## src/rtl/stream_select_framesync.sv

```systemverilog
// stream_select_framesync: picks one of NCH pixel streams, switching channel only
// between frames, and tags each forwarded pixel with its row/column position.
module stream_select_framesync #(
  parameter int NCH   = 9,
  parameter int W     = 8,
  parameter int SEL_W = 5,
  parameter int COLS  = 210,
  parameter int ROWS  = 150,
  parameter int CNT_W = 10
) (
  input  logic               clock,
  input  logic               reset,
  input  logic [NCH*W-1:0]   din,
  input  logic [NCH-1:0]     valid,
  input  logic [SEL_W-1:0]   selector,
  output logic [W-1:0]       dout,
  output logic               validout,
  output logic [CNT_W-1:0]   rowcount,
  output logic [CNT_W-1:0]   colcount,
  output logic               frameend,
  output logic [SEL_W-1:0]   active_sel
);

  localparam logic [CNT_W-1:0] COL_LAST = CNT_W'(COLS - 1);
  localparam logic [CNT_W-1:0] ROW_LAST = CNT_W'(ROWS - 1);

  // Position of the next pixel to be accepted in the current frame
  logic [CNT_W-1:0] row;
  logic [CNT_W-1:0] col;

  logic             acc_p0;
  logic [W-1:0]     pix_p0;
  logic             idle_p0;
  logic             last_p0;

  // Channel mux; an out-of-range selector code never matches, so nothing is accepted
  always_comb begin
    acc_p0 = 1'b0;
    pix_p0 = '0;
    for (int k = 0; k < NCH; k++) begin
      if (active_sel == SEL_W'(k)) begin
        acc_p0 = valid[k];
        pix_p0 = din[k*W +: W];
      end
    end
  end

  assign idle_p0 = (row == '0) && (col == '0);
  assign last_p0 = (row == ROW_LAST) && (col == COL_LAST);

  // ---- stage p0 -> output registers ----
  // Register the accepted pixel, advance the raster position, and retarget the
  // channel only while no pixel of the current frame has been taken yet
  always_ff @(posedge clock) begin
    if (reset) begin
      active_sel <= '0;
      row        <= '0;
      col        <= '0;
      dout       <= '0;
      validout   <= 1'b0;
      rowcount   <= '0;
      colcount   <= '0;
      frameend   <= 1'b0;
    end else begin
      validout <= acc_p0;
      frameend <= acc_p0 && last_p0;
      if (acc_p0) begin
        dout     <= pix_p0;
        rowcount <= row;
        colcount <= col;
        if (col == COL_LAST) begin
          col <= '0;
          row <= (row == ROW_LAST) ? '0 : row + 1'b1;
        end else begin
          col <= col + 1'b1;
        end
      end
      // The pixel on this edge already used the old channel; the new one applies
      // from the next pixel onward, which belongs to a locked frame
      if (idle_p0) begin
        active_sel <= selector;
      end
    end
  end

endmodule

```

## config.mk

```make
export PLATFORM = sky130hd
export DESIGN_NAME = stream_select_framesync
export DESIGN_NICKNAME = d
export VERILOG_FILES = /design/src/rtl/stream_select_framesync.sv
export SDC_FILE = /design/constraint.sdc
export NUM_CORES = 1
export LEC_CHECK = 0
export CAP_MARGIN = 5
export CORE_MARGIN = 1.5
export CORE_UTILIZATION = 44
export CTS_CLUSTER_DIAMETER = 150
export DETAILED_ROUTE_END_ITERATION = 8
export PLACE_DENSITY = 0.78
export RECOVER_POWER = 100
export SLEW_MARGIN = 20
export SYNTH_ARGS = -nofsm -noshare
export SYNTH_HDL_FRONTEND = slang
export SYNTH_SLANG_ARGS = --single-unit
export TNS_END_PERCENT = 20
```

## constraint.sdc

```tcl
create_clock -name clock -period 2.8 [get_ports clock]
set_input_delay 0.28 -clock clock [delete_from_list [all_inputs] [get_ports clock]]
set_output_delay 0.28 -clock clock [all_outputs]
set_load 0.05 [all_outputs]
```

Word level (Yosys, flattened, before mapping)
Cells that the tools add are included.

Bits in registers: 55. Input port bits: 88.

$add $sub $neg: 2. Mux-type cells: 20. Reduce and logical (&&, ||, !) cells: 7. Equality and inequality tests: 10.

Operators with widths (count): $mux 8 (9); $add 10x1->10 const B (2); $eq 10x8->1 const B (2); $eq 5x3->1 const B (4); $logic_not 10->1 (2); $mux 10 (2); $eq 5x2->1 const B (2); $mux 1 (9); $eq 5x1->1 const B (1); $eq 5x4->1 const B (1); $logic_not 5->1 (1); $logic_and 1x1->1 (3); $reduce_and 2->1 (1).

Logic depth before layout (Yosys ltp)
Word-level depth: 11. Gate-level depth with buffers: 9. Gate-level depth less buffers: 7.

Worst setup path before layout
Ideal clock, no wire load.

Path type: register to register. Start point: register active_sel[1]. End point: register col[6]. Library setup time: 0.115 ns. Period minus slack after synthesis: 2.440 ns. Required time: 2.685 ns. Arrival time: 2.325 ns. Setup slack: 0.360 ns. Stages on the path, launching flop included: 10. Cells stage by stage: dfxtp_1 > buf_2 > mux2i_1 > nand3_1 > a221o_2 > nand2_1 > buf_2 > buf_2 > nor2_1 > o21a_1.

Word-level cells in the longest chain between the ends: 10. Elaborated cells between the ends (all ways): 18.

Ends and longest elaborated chain: start, declared (line 21) `output logic [SEL_W-1:0] active_sel`; start signal, assigned (line 81) `active_sel <= selector;`; $logic_not 5->1 (line 41) `if (active_sel == SEL_W'(k)) begin`; $mux 1 (8 in series) (line 41); $mux 1 (*) (line 41); end signal, assigned (line 75) `col <= col + 1'b1;`; end, declared (line 29) `logic [CNT_W-1:0] col;`.

Mark *: on every way between the ends. The rest lies on a longest branch, timed or not. A chain may end at the register's enable or synchronous reset.

Worst setup path in the final report
Start point: register active_sel[3]. End point: register row[3].

Word-level cells in the longest chain between the ends: 11. Elaborated cells between the ends (all ways): 19.

Ends and longest elaborated chain: $logic_not 5->1 (line 41); $mux 1 (8 in series) (line 41); $mux 1 (*) (line 41); $reduce_and 2->1 (no source line) (*); end signal, assigned (line 73) `row <= (row == ROW_LAST) ? '0 : row + 1'b1;`; end, declared (line 28) `logic [CNT_W-1:0] row;`.

Marks and branches as above.

==> run metrics <==
status=finished, final reports clean; Routed WL=9550 microns; HP Class=in -> reg; layout cells sized above 1=0.0598; worst vdd rail ir drop=0.315 mV; Slew @ Worst Pin=0.720 ns; Setup violations, final=0; part of the cycle the worst path needs=0.901; standard-cell rows=30; Die X=87.8 microns; IO Count=123; vias in the first global route=3288; Buf/Inv on CP=1; Clock Tree Buf Depth=2; largest family of logic cells by synthesized area=simple AND/OR/NAND/NOR gates; Critical Path Start Type=flip-flop; number of DRC markers in iteration 0=230; Avg WL per Cell=15.6 microns; initial antenna violation count=0; final hold viol count=0; xor/xnor share of the synthesized area=0.0111; Final Max Tran Viols=0; pre-CTS setup slack=0.315 ns; DRT Pass-1 Iters=5; DIE HEIGHT=87.8 microns; post-synthesis register bit count=55; post-synthesis adder-cell area fraction=0.0237; CP max stage cell=or4b_1; pin count of the biggest net entering global routing=32; die area=7710 sq um; CTS root buf=clkbuf_8; via/cell ratio=5.57; ANT nets after route=0; top_reg_cell synth=dfxtp_1; critical-path maximum fanout=15; CTS tree=done; syn nets=501; RePlAce Congestion=0.919; unrepaired setup endpoints after global routing=no; Synth cell types=57; DR DRC count=0; GR Overflow Total=0; hold buffers post-CTS=0; delay-heaviest family, CP=simple AND/OR/NAND/NOR gates; Worst-path clk slew=0.10 ns; Num CTS Buffers=5; Ys Warns=0; PD cells=547 nW/um^2; port bufs=122; EDFF count, synth=0; CP peak stage delay=0.60 ns; n_diodes=0; Skew-Pair Late Insertion Delay=0.31 ns; total number of vias=3417; synthesized area=3160 sq um; critical-path cell list=buf_4 -> nor3b_2 -> and2_0 -> a221o_2 -> nand3_1 -> or4b_1 -> a211oi_2; first-pass GRT wire length=15800 microns; CP required=3.04 ns; Synth Instances=407; GRT Util Overall=0.259; Initial Util=0.461; setup_tns=0 ns; Clock Skew=0.0112 ns; Seq/Total Area, Yosys=0.348; mux cell area share after synthesis=0.0490; CP Class=reg -> reg; Highest Clock Rate=396 MHz; syn_area_per_cell=7.77 sq um; Hold WS=0.408 ns; H-tree Lvls=2; Area Growth Syn to Fin=43.3%; ys async rst share=0; post-synthesis simple-gate area fraction=0.289; Worst slew margin=0.516; Max Cap Violations=0; final core utilization=0.660; setup bufs post-CTS=0; Tmin final=2.52 ns; Core Area=6870 sq um; crit path capture type=flip-flop; nets@finish=611; post-synthesis compound-gate area fraction=0.227; CP arrival=2.76 ns; most frequent cells in the layout=clkdlybuf4s50_1 (86), nand2_1 (56), dfxtp_1 (55), a21oi_1 (54), dlygate4sd3_1 (35); P_leak=1.70 nW; clock sink count=55; post_cts resized=0; dpl hpwl=7430 microns; most common cell after layout, fill and taps aside=clkdlybuf4s50_1; final worst slack=0.278 ns
[routing by layer]
layer,track usage,part of all wire,vias to the layer above
met4,0.0678,0.0099,0
met3,0.0697,0.074,7
met2,0.440,0.50,134
met5,0,0,-
li1,-,-,1708
met1,0.323,0.42,1568
[stage by stage]
step           instances  cell area, sq um  total power [mW]
6_report             614              4540              2.48
5_1_grt              614              4540              2.63
4_1_cts              614              4560              2.54
3_5_place_dp         606              4460              2.08
3_3_place_gp         606              4460              2.07
2_1_floorplan        407              3160              1.69
[final cells by class]
type	instances	area, sq um
Clock buffer	7	86.3
Clock inverter	1	8.76
Fill cell	598	2330
Inverter	9	33.8
Multi-Input combinational cell	311	1880
Sequential cell	55	1100
Tap cell	96	120
Timing Repair Buffer	135	1300
[worst paths after layout]
| kind | start | slack, ns | end | cells after the start |
|---|---|---|---|---|
| setup / recovery | active_sel[3] | 0.28 | row[3] | 7 |
| hold / removal | reset | 0.41 | col[5] | 2 |
| setup reg to reg | active_sel[3] | 0.28 | row[3] | 7 |
| hold reg to reg | dout[4] | 0.45 | dout[4] | 2 |
[sequential cells by signal (all words and copies together), names as in the netlist]
signal / count
col: 10
colcount: 10
row: 10
rowcount: 10
dout: 8
active_sel: 5
frameend: 1
validout: 1
[Yosys cell counts, types with 2 or more instances]
cell,instances,area share
a211oi_1,7,0.017
a211oi_2,3,0.012
a21o_1,2,0.0047
a21oi_1,54,0.085
a221o_2,2,0.0071
a221oi_1,5,0.014
a22oi_1,4,0.0095
a31oi_1,3,0.0059
and2_1,3,0.0059
and3_1,9,0.018
buf_1,4,0.0047
buf_2,11,0.017
clkbuf_1,17,0.020
dfxtp_1,55,0.35
ha_1,6,0.024
inv_1,9,0.011
mux2_2,2,0.0071
mux2i_1,11,0.035
nand2_1,56,0.066
nand2b_1,6,0.012
nand3_1,10,0.016
nand3b_1,2,0.0047
nand4_1,8,0.016
nor2_1,31,0.037
nor2b_1,3,0.0059
nor3_1,9,0.014
nor3b_1,7,0.017
nor4_1,6,0.012
o21ai_0,8,0.013
o21ai_1,6,0.0095
o22ai_1,9,0.018
o31ai_1,3,0.0071
or3_1,3,0.0059
or3b_1,2,0.0055
or4_1,3,0.0071
or4b_1,5,0.016
xnor2_1,3,0.0083
[logic make-up (layout without fill, tap and decap cells)]
| group | count (synthesis) | after routing |
|---|---|---|
| simple gates | 172 | 172 |
| compound gates | 115 | 115 |
| fa+ha+maj | 6 | 6 |
| xor+xnor | 4 | 4 |
| flops | 55 | 55 |
| mux | 14 | 14 |
| buf+inv | 41 | 152 |
[report_power, final]
group          switching (mW)  total, mW  leakage (nW)  internal (mW)
Combinational           0.695       1.13          1.20          0.434
Sequential             0.0558      0.901         0.446          0.845
Clock                   0.250      0.453        0.0484          0.203
Total                    1.00       2.48          1.70           1.48
[worst register-to-register path, stage by stage, from the launching register on]
cell,delay [ns]
dfxtp_1,0.36
buf_4,0.19
nor3b_2,0.34
and2_0,0.21
a221o_2,0.23
nand3_1,0.29
or4b_1,0.60
a211oi_2,0.23
No activity file was read; power rests on OpenSTA's default activity.
